--- config.mk ---
export PLATFORM = sky130hd
export DESIGN_NAME = pipeline_register
export DESIGN_NICKNAME = d
export VERILOG_FILES = /design/src/rtl/pipeline_register.sv
export SDC_FILE = /design/constraint.sdc
export NUM_CORES = 1
export LEC_CHECK = 0
export BUFFER_PORTS_ARGS = -buffer_cell sky130_fd_sc_hd__clkbuf_2
export CAP_MARGIN = 20
export CORE_AREA = 5 5 70 72
export DETAILED_ROUTE_END_ITERATION = 12
export DIE_AREA = 0 0 75 77
export PLACE_DENSITY_LB_ADDON = 0.08
export RECOVER_POWER = 50
export SLEW_MARGIN = 20
export SYNTH_ARGS = -nofsm -noshare
export SYNTH_HDL_FRONTEND = slang
export SYNTH_SLANG_ARGS = --single-unit
--- constraint.sdc ---
create_clock -name clk -period 1.2 [get_ports clk]
set_input_delay 0.24 -clock clk [delete_from_list [all_inputs] [get_ports clk]]
set_output_delay 0.24 -clock clk [all_outputs]
set_load 0.1 [all_outputs]
--- src/rtl/pipeline_register.sv ---
// pipeline_register
//   Multi-stage pipeline latch with per-stage valid bits, a global advance
//   enable (stall), a synchronous flush (squash) and a registered occupancy
//   count. Stages that receive a bubble load RESET_VAL, not stale data.
//
// Ports
//   clk        rising-edge clock
//   aclr_n     asynchronous clear, active low (all stages -> RESET_VAL, invalid)
//   ena        1 = advance one stage, 0 = hold
//   flush      synchronous clear of all stages (wins over ena)
//   in_valid   d carries a real datum
//   d          stage-0 input data
//   q          last-stage data (registered)
//   out_valid  last-stage valid bit (registered)
//   count      number of valid stages, 0..DEPTH
`timescale 1ns/1ps
module pipeline_register #(
    parameter int                 WIDTH     = 32,
    parameter int                 DEPTH     = 1,
    parameter logic [WIDTH-1:0]   RESET_VAL = '0,
    localparam int                CW        = $clog2(DEPTH + 1)
) (
    input  logic             clk,
    input  logic             aclr_n,
    input  logic             ena,
    input  logic             flush,
    input  logic             in_valid,
    input  logic [WIDTH-1:0] d,
    output logic [WIDTH-1:0] q,
    output logic             out_valid,
    output logic [CW-1:0]    count
);

    logic [WIDTH-1:0] r_data [DEPTH];
    logic [DEPTH-1:0] r_vld;
    logic [CW-1:0]    r_count;

    // Per-stage shift inputs: stage 0 from the port, others from the
    // previous stage. Bubbles are replaced with RESET_VAL here.
    logic [WIDTH-1:0] w_din  [DEPTH];
    logic [DEPTH-1:0] w_vin;

    genvar gi;
    generate
        for (gi = 0; gi < DEPTH; gi++) begin : g_stage
            if (gi == 0) begin : g_first
                assign w_vin[gi] = in_valid;
                assign w_din[gi] = in_valid ? d : RESET_VAL;
            end else begin : g_rest
                assign w_vin[gi] = r_vld[gi-1];
                assign w_din[gi] = r_vld[gi-1] ? r_data[gi-1] : RESET_VAL;
            end
        end
    endgenerate

    // One entry in, last stage's entry out; the two cancel on a full pipe.
    logic [CW-1:0] w_count_nxt;
    assign w_count_nxt = r_count + CW'(in_valid) - CW'(r_vld[DEPTH-1]);

    always_ff @(posedge clk or negedge aclr_n) begin
        if (!aclr_n) begin
            for (int i = 0; i < DEPTH; i++) r_data[i] <= RESET_VAL;
            r_vld   <= '0;
            r_count <= '0;
        end else if (flush) begin
            for (int i = 0; i < DEPTH; i++) r_data[i] <= RESET_VAL;
            r_vld   <= '0;
            r_count <= '0;
        end else if (ena) begin
            for (int i = 0; i < DEPTH; i++) r_data[i] <= w_din[i];
            r_vld   <= w_vin;
            r_count <= w_count_nxt;
        end
    end

    assign q         = r_data[DEPTH-1];
    assign out_valid = r_vld[DEPTH-1];
    assign count     = r_count;

endmodule
==> Word level (Yosys, flattened, before mapping) <==
Cells that the tools add are included.
{ "totals": {"word_cells": 13, "input_bits": 37, "out_inout_bits": 34, "register_bits": 34} }
{ "op_classes": {"n_addsub": 2, "reduce_logical": 1, "mux": 7} }
{ "ops": {"columns": ["op", "count"], "rows": [
  ["2-to-1 mux 32 bit", 3],
  ["2-to-1 mux 1 bit", 4],
  ["nonzero test 2 bit", 1],
  ["adder 1 bit", 1],
  ["subtractor 1 bit", 1]
]} }

==> Logic depth before layout (Yosys ltp) <==
Gate-level depths: netlist (run 1).
{ "depth": {"ltp_word": 4, "depth_mapped": 4, "depth_no_buf": 3} }

==> Worst setup path after synthesis (run 1) <==
No wires, ideal clock.
{ "synth_timing": {"kind": "register -> register", "from": "register r_vld (netlist: out_valid)", "to": "register r_count (netlist: count)", "arrival_time_ns": 1.377, "n_path_buf": 0, "stages_incl_launch_ff": 4, "required_time_ns": 1.080, "setup_time_ns": 0.120, "synth_period_minus_slack_ns": 1.497, "setup_slack_ns": -0.297, "path_cell_list": "dfrtp_1 -> xor2_2 -> a21oi_1 -> a31o_1"} }
{ "synth_between": {"elab_chain_cells": 3} }
{ "synth_lines": {"columns": ["item", "line", "source"], "rows": [
  ["from (decl)", "35", "logic [DEPTH-1:0] r_vld;"],
  ["from (signal assigned)", "71", "r_vld <= w_vin;"],
  ["subtractor 1 bit", "58", "assign w_count_nxt = r_count + CW'(in_valid) - CW'(r_vld[DEPTH-1]);"],
  ["2-to-1 mux 1 bit", "69", "end else if (ena) begin"],
  ["2-to-1 mux 1 bit", "65", "end else if (flush) begin"],
  ["to (signal assigned)", "72", "r_count <= w_count_nxt;"],
  ["to (decl)", "36", "logic [CW-1:0] r_count;"]
]} }
Every way passes these cells. The select of a mux whose other input is x is not followed.
A chain may end at the register's enable or synchronous reset.

==> Worst setup path in the final report (run 1) <==
{ "layout_timing": {"from": "register r_vld (netlist: out_valid)", "to": "output out_valid"} }
{ "layout_lines": {"columns": ["item", "line", "source"], "rows": [
  ["to (decl)", "30", "output logic out_valid,"]
]} }
No word-level cell between the ends.

==> run_results.csv, run 1 <==
group,metric,value,unit
run_status,status,"finished, final reports clean",
logic_synthesis,seq_area_frac_synth,46.6,%
floorplanning,start_util,43.1,%
floorplanning,die-width,75,um
logic_synthesis,ys_seq_elements,34,
clock_network,cts_buffer_depth,2,
logic_synthesis,yosysMostFrequentCell,"dfrtp_1",
logic_synthesis,syn_area,1830,sq um
placed_design,dp_cells,265,
drt,drtPass1Iterations,5,
global_route,first_global_vias,1407,
sta,relSlewSlack,67.8,%
global_route,antenna_found_initial,0,
sta,period_share,95.8,%
sta,fin_tns_setup,0,ps
floorplanning,rows,24,
logic_synthesis,synth_area_leaders,"dfrtp_1 47%, nand3_2 16%, a21oi_2 14%",
worst_setup_path,slowest_stage,"dfrtp_2",
worst_setup_path,cp_data_required_time,960,ps
logic_synthesis,synth_top_area_share,46.6,%
finish,fin_cells,274,
drt,routed-via-count,1349,
clock_network,cts_tree,"yes",
worst_setup_path,cp.depth,1,
pwr,p_leak,0.00109,uW
worst_setup_path,reg2reg_depth,3,
clock_network,cts_repair_resize_count,0,
worst_setup_path,critPathArrivalTime,910,ps
logic_synthesis,synth_commonest_cells,"34 x dfrtp_1, 33 x nand2b_1, 29 x a21oi_2, 29 x nand3_2, 6 x buf_2",
worst_setup_path,path_cells,"buf_12",
worst_hold_path,hold_path_class,"in2reg",
logic_synthesis,yosysUniqueCellTypes,15,
placed_design,gp_congestion,0.715,
worst_setup_path,crit_buf_inv,1,
logic_synthesis,ys.flop_type,"dfrtp_1",
sta,timing.final.max_slew_violations,0,
drt,drcViolationCount,0,
worst_setup_path,cp_max_fo,3,
pwr,power.density,1070,nW/um^2
logic_synthesis,yosys_warnings,0,
clock_network,cts_buffers,5,
sta,setup_viol,0,
worst_setup_path,setup.worst_path.class,"reg2out",
sta,finalCriticalPeriod,1150,ps
placed_design,port_buffers,70,
worst_hold_path,hold_path_end,"q[28]",
clock_network,cts-root-buf,"clkbuf_8",
clock_network,cts.htree.levels,2,
placed_design,dp_worst_setup_slack,191,ps
logic_synthesis,synth_area_leader_cell,"dfrtp_1",
clock_network,cts_sinks,34,
global_route,grt_pass1_wl,7010,um
finish,antenna_cells,0,
worst_setup_path,critical-path-top-delay-family,"flip-flops",
floorplanning,die_area,5780,sq um
sta,clock.fmax,0.870,GHz
placed_design,hpwl,3050,um
drt,ant_nets,0,
clock_network,cts_setup_buffers,0,
global_route,gr-usage-all-layers,15.8,%
worst_setup_path,start_kind,"register",
floorplanning,core-area,4230,sq um
worst_setup_path,r2r-end,"count",
job,maxCapViolCount,0,
drt,drt_first_iter_violations,88,
global_route,overflow,0,
sta,finalHoldViolCount,0,
pwr,ir_drop,0.704,mV
finish,drive_gt1_share,72.1,%
worst_setup_path,r2r-start,"out_valid",
clock_network,path_clk_slew,70,ps
sta,rsz0062_at_grt,"false",
clock_network,clkLatencyLatePin,280,ps
pwr,p_total,2960,uW
floorplanning,io_pins,71,
finish,area_growth,51.3,%
finish,num-fill-cells,324,
clock_network,cts-hold-fix-buffers,1,
worst_hold_path,hold_depth,3,
worst_setup_path,r2r_slack,220,ps
logic_synthesis,async_flop_share,100,%
logic_synthesis,synthCells,152,
sta,tightest_slew,483,ps
logic_synthesis,avgSynthCellArea,12.0,sq um
finish,final_nets,258,
worst_hold_path,hold_start,"d[28]",
sta,finClkSkew,0.159,ps
logic_synthesis,synth_nets,189,
drt,vias_per_cell,4.92,
global_route,grt_max_degree,41,
logic_synthesis,synth_edf_count,0,
worst_setup_path,endpoint_kind,"output pin",
worst_setup_path,cpPeakStageDelay,450,ps
drt,avgRoutedWirePerCell,15.5,um
drt,drt_wl_total,4250,um
sta,fin_ws,50.1,ps
floorplanning,die_h,77,um
[cells in the final DEF (no fill, tap or decap)]
| cell | instances |
|---|---|
| clkbuf_4 | 2 |
| dfrtp_2 | 34 |
| nor2_1 | 2 |
| clkinv_2 | 1 |
| nand3_2 | 20 |
| buf_12 | 37 |
| clkbuf_2 | 35 |
| a21oi_1 | 10 |
| nand3_1 | 12 |
| clkbuf_1 | 2 |
| xor2_2 | 1 |
| mux2i_1 | 1 |
| dlygate4sd3_1 | 1 |
| clkbuf_8 | 6 |
| a31o_1 | 1 |
| a21oi_2 | 23 |
| buf_4 | 1 |
| nand2b_1 | 33 |
[registers in the layout, indices dropped and copies added, names as in the netlist]
register,flops
q,32
out_valid,1
count,1
[cell type report]
type	instances	area, sq um	area share (%)
clock inverter	1	5.00	0.181
tap	52	65.1	2.36
sequential	34	893	32.3
clock buffer	7	86.3	3.12
multi-input combinational	103	761	27.5
timing repair buffer	77	952	34.5
[report_power, final]
group / total [uW] / internal [uW] / switching [uW]
Sequential: 1250 / 1200 / 54.0
Combinational: 829 / 307 / 523
Clock: 874 / 463 / 412
[through the flow]
| stage | utilization, % | hold WS (ps) | instance area, sq um |
|---|---|---|---|
| 6_report | 65.2 | 183 | 2760 |
| 5_1_grt | 65.2 | 169 | 2760 |
| 4_1_cts | 67.5 | 170 | 2860 |
| 3_5_place_dp | 65.1 | 221 | 2760 |
| 3_3_place_gp | 65.1 | 216 | 2760 |
| 2_1_floorplan | - | -55.6 | 1870 |
[layer usage]
layer / track usage, % / share of wire, % / vias up
li1: - / - / 649
met1: 20.0 / 41 / 649
met2: 24.8 / 50 / 44
met3: 6.27 / 8.0 / 7
met4: 4.27 / 1.3 / 0
met5: 0 / 0 / -
[worst max path at each step]
| stage | slack, ps | to | from |
|---|---|---|---|
| final | 50 | out_valid | out_valid |
| after global routing | 20 | out_valid | out_valid |
| after CTS | 30 | out_valid | out_valid |
| after detailed placement | 190 | q[23] | in_valid |
| after global placement | 250 | count | out_valid |
| after floorplan | -20 | count | out_valid |
[logic make-up (layout without fill, tap and decap cells)]
logic type                count (synthesis)  after routing  share of synthesized area, %
xor gates and xnor gates                  1              1                         0.891
and+or+nand+nor                          67             67                          28.4
buffers and inverters                    15             85                          8.02
DFF                                      34             34                          46.6
AOI/OAI and AO/OA                        34             34                          15.5
muxes                                     1              1                         0.548
(Power assumes the default switching activity.)
==> run 2: changes to the inputs <==
==> constraint.sdc (replaced) <==
create_clock -name clk -period 1.2 [get_ports clk]
set_input_delay 0.3 -clock clk [delete_from_list [all_inputs] [get_ports clk]]
set_output_delay 0.3 -clock clk [all_outputs]
set_load 0.1 [all_outputs]
==> run_results.csv, run 2 (synthesized netlist as in run 1, its figures left out) <==
group,metric,value,unit
finish,num-fill-cells,328,
worst_setup_path,cpPeakStageDelay,450,ps
clock_network,cts_tree,"yes",
sta,finClkSkew,0.228,ps
sta,setup_viol,2,
worst_setup_path,start_kind,"register",
worst_setup_path,r2r_slack,180,ps
pwr,ir_drop,0.559,mV
finish,final_cell_mix,"37 x buf_12, 36 x clkbuf_2, 34 x dfrtp_2",
clock_network,clkLatencyLatePin,280,ps
worst_setup_path,critPathArrivalTime,910,ps
global_route,gr-usage-all-layers,16.5,%
drt,drcViolationCount,0,
sta,relSlewSlack,65.7,%
worst_setup_path,endpoint_kind,"output pin",
sta,finalHoldViolCount,0,
worst_setup_path,crit_buf_inv,1,
clock_network,path_clk_slew,70,ps
drt,ant_nets,0,
drt,routed-via-count,1393,
global_route,antenna_found_initial,0,
global_route,first_global_vias,1523,
sta,tightest_slew,514,ps
sta,fin_ws,-14.2,ps
clock_network,cts_sinks,34,
finish,largest_reg_flops,32,
worst_setup_path,path_cells,"buf_12",
run_status,status,"complete, but fails checks",
sta,finalCriticalPeriod,1210,ps
sta,clock.fmax,0.824,GHz
clock_network,cts_buffers,5,
global_route,grt_pass1_wl,7360,um
global_route,grt_max_degree,41,
clock_network,cts-root-buf,"clkbuf_8",
sta,fin_tns_setup,-15.1,ps
floorplanning,die-width,75,um
worst_setup_path,critical-path-top-delay-family,"flip-flops",
worst_hold_path,hold_path_class,"in2reg",
placed_design,gp_congestion,0.751,
drt,avgRoutedWirePerCell,15.9,um
sta,period_share,101,%
placed_design,port_buffers,70,
floorplanning,io_pins,71,
finish,multiInputGateArea,798,sq um
finish,mostFrequentLayoutCell,"buf_12",
finish,register_area,893,sq um
worst_setup_path,setup.worst_path.class,"reg2out",
placed_design,dp_worst_setup_slack,74.9,ps
sta,rsz0062_at_grt,"true",
global_route,overflow,0,
floorplanning,start_util,43.1,%
placed_design,hpwl,3180,um
pwr,p_total,2980,uW
drt,drt_wl_total,4430,um
floorplanning,core-area,4230,sq um
drt,drtPass1Iterations,4,
clock_network,cts.htree.levels,2,
floorplanning,die_h,77,um
run_status,violations,"negative setup slack",
floorplanning,rows,24,
finish,area_growth,55.5,%
pwr,p_leak,0.00112,uW
finish,drive_gt1_share,77.1,%
drt,drt_first_iter_violations,96,
pwr,power.density,1050,nW/um^2
worst_setup_path,slowest_stage,"dfrtp_2",
sta,timing.final.max_slew_violations,0,
floorplanning,die_area,5780,sq um
worst_setup_path,cp_max_fo,3,
drt,vias_per_cell,4.99,
finish,antenna_cells,0,
finish,final_nets,263,
clock_network,cts_buffer_depth,2,
worst_setup_path,cp_data_required_time,900,ps
job,maxCapViolCount,0,
## run 2: changes by cell type in the layout (fill, tap and decap cells not counted)
cell / previous run / this run
a21oi_1: 10 / 4
a21oi_2: 23 / 29
buf_4: 1 / 6
nand3_1: 12 / 9
nand3_2: 20 / 23
clkbuf_1: 2 / 1
clkbuf_2: 35 / 36
## run 2: path summary, 6_finish.rpt
path	startpoint	cells after the start	to
max	out_valid	1	out_valid
max reg2reg	out_valid	3	count
min reg2reg	q[23]	2	q[23]
min in group asynchronous	aclr_n	3	q[26]
max in group asynchronous	aclr_n	3	count
min	d[27]	3	q[27]
## run 2: where the power goes
group	switching [uW]	internal [uW]	total, uW
Sequential	51.8	1200	1250
Combinational	537	320	857
Clock	415	463	877
## run 2: final cells by class
type	instances	area share (%)
Timing Repair Buffer	82	34.9
Sequential cell	34	31.5
Multi-Input combinational cell	103	28.1
Clock buffer	7	3.04
Tap cell	52	2.29
Clock inverter	1	0.176
## run 2: what timing repair did
action,4_1_cts,5_1_grt
cloned,0,0
hold endpoints to repair,34,0
buffers inserted,3,2
gates resized for setup,0,0
hold buffers,1,0
setup endpoints to repair,15,34
## run 2: per-stage QoR
step	cells	cell area (sq um)	utilization, %	hold slack, ps
3_5_place_dp	265	2760	65.1	278
3_3_place_gp	265	2760	65.1	277
2_1_floorplan	152	1870	-	4.41
4_1_cts	277	2880	68.0	230
6_report	279	2840	67.1	239
5_1_grt	279	2840	67.1	234
## run 2: metal layers
metal	vias up	GRT usage (%)	part of all wire (%)
li1	660	-	-
met1	667	19.5	38
met2	52	26.3	50
met3	14	5.36	8.2
met4	0	8.19	3.4
met5	-	0	0
==> run 3: changes to the inputs <==
Settings changed: BUFFER_PORTS_ARGS -buffer_cell sky130_fd_sc_hd__clkbuf_2 to -buffer_cell sky130_fd_sc_hd__buf_2, CORE_AREA 5 5 70 72 to 5 5 71 73, DIE_AREA 0 0 75 77 to 0 0 76 78, MAX_ROUTING_LAYER set to met4.
Clock period 1.2 ns to 1 ns, I/O delays scaled along.
==> run_results.csv, run 3 (synthesized netlist as in run 1, its figures left out) <==
group,metric,value,unit
worst_setup_path,r2r-end,"count",
worst_setup_path,cpPeakStageDelay,440,ps
floorplanning,start_util,42.5,%
clock_network,cts_sinks,34,
clock_network,clkLatencyLatePin,280,ps
sta,clock.fmax,0.867,GHz
worst_setup_path,endpoint_kind,"output pin",
finish,area_growth,55.3,%
placed_design,hpwl,3190,um
drt,avgRoutedWirePerCell,15.7,um
clock_network,path_clk_slew,70,ps
drt,drtPass1Iterations,4,
drt,ant_nets,0,
sta,relSlewSlack,71.0,%
global_route,gr-usage-all-layers,16.2,%
pwr,p_total,3580,uW
floorplanning,rows,24,
sta,setup_viol,35,
worst_hold_path,hold_path_class,"in2reg",
finish,final_nets,262,
finish,mostFrequentLayoutCell,"buf_12",
clock_network,cts_tree,"yes",
global_route,antenna_found_initial,0,
floorplanning,die_area,5930,sq um
global_route,overflow,0,
drt,vias_per_cell,4.97,
run_status,status,"complete, but fails checks",
pwr,p_leak,0.00112,uW
worst_setup_path,reg2reg_depth,4,
clock_network,cts.htree.levels,2,
sta,finClkSkew,0.158,ps
floorplanning,io_pins,71,
sta,rsz0062_at_grt,"true",
global_route,grt_max_degree,36,
sta,finalHoldViolCount,0,
global_route,first_global_vias,1550,
worst_hold_path,hold_path_end,"q[11]",
finish,antenna_cells,0,
worst_setup_path,critPathArrivalTime,900,ps
finish,largest_reg_flops,32,
sta,timing.final.max_slew_violations,0,
drt,drcViolationCount,0,
sta,fin_ws,-154,ps
floorplanning,die_h,78,um
drt,routed-via-count,1383,
worst_hold_path,hold_start,"d[11]",
placed_design,port_buffers,70,
clock_network,cts_buffer_depth,2,
drt,drt_first_iter_violations,27,
pwr,power.density,1260,nW/um^2
worst_setup_path,setup.worst_path.class,"reg2out",
worst_setup_path,cp_data_required_time,750,ps
worst_hold_path,hold_depth,3,
finish,final_cell_mix,"38 x buf_12, 35 x buf_2, 34 x dfrtp_2",
floorplanning,core-area,4290,sq um
clock_network,cts_buffers,5,
pwr,ir_drop,0.835,mV
worst_setup_path,crit_buf_inv,1,
floorplanning,die-width,76,um
worst_setup_path,critical-path-top-delay-family,"flip-flops",
sta,finalCriticalPeriod,1150,ps
sta,whs,203,ps
sta,tightest_slew,435,ps
clock_network,cts-root-buf,"clkbuf_8",
run_status,violations,"negative setup slack",
global_route,grt_pass1_wl,7510,um
finish,drive_gt1_share,74.3,%
worst_setup_path,cp_max_fo,2,
worst_setup_path,r2r_slack,-50,ps
worst_setup_path,slowest_stage,"dfrtp_2",
worst_setup_path,path_cells,"buf_12",
worst_setup_path,start_kind,"register",
job,maxCapViolCount,0,
placed_design,gp_congestion,0.714,
sta,period_share,115,%
drt,drt_wl_total,4370,um
finish,post-route-util,66.0,%
worst_setup_path,r2r-start,"out_valid",
[run 3: cell types whose count changed in the layout (fill, tap and decap cells not counted), sizes merged]
cell,before,now
buf,43,79
clkbuf,45,8
[run 3: cell type report]
type | count | area, sq um
clock buffers | 7 | 86.3
clock inverters | 1 | 5.00
fillers | 336 | 1460
multi-input cells | 103 | 787
flip-flops and latches | 34 | 893
well taps | 52 | 65.1
repair buffers | 81 | 998
[run 3: per-stage QoR]
stage	std cells	setup WS (ps)	instance area, sq um	TNS, ps
global route	278	-174	2840	-5460
floorplan	152	-225	1870	-225
detailed placement	266	22.6	2760	0
global placement	266	39.4	2760	0
CTS	278	-163	2890	-5150
finish	278	-154	2840	-4740
[run 3: how the worst max path moves through the flow]
stage,to,slack (ps),cells past startpoint,from
global placement,out_valid,40,4,ena
detailed placement,count,20,4,ena
global route,q[12],-170,1,q[12]
CTS,q[20],-160,1,q[20]
finish,q[18],-150,1,q[18]
floorplan,count,-220,3,out_valid
[run 3: routing by layer]
layer / wire [um] / vias up / track usage, % / part of all wire [%]
li1: - / 654 / - / -
met4: 79 / 0 / 6.05 / 1.8
met5: 0 / - / - / 0
met3: 256 / 10 / 4.98 / 5.9
met1: 1820 / 676 / 19.1 / 42
met2: 2220 / 43 / 25.9 / 51
[run 3: timing repair]
item | in CTS | in global routing
buffers inserted | 3 | 0
cloned | 0 | 0
setup endpoints to repair | 34 | 35
hold buffers | 1 | 0
endpoints found under the hold margin | 34 | 0
gates resized for setup | 1 | 0
pin swaps | 1 | 0
[run 3: power by group]
group          internal (uW)  leakage, uW  total (uW)  switching [uW]
registers               1440     0.000410        1500            62.4
logic                    389     0.000661        1030             641
clock network            555    0.0000482        1050             498
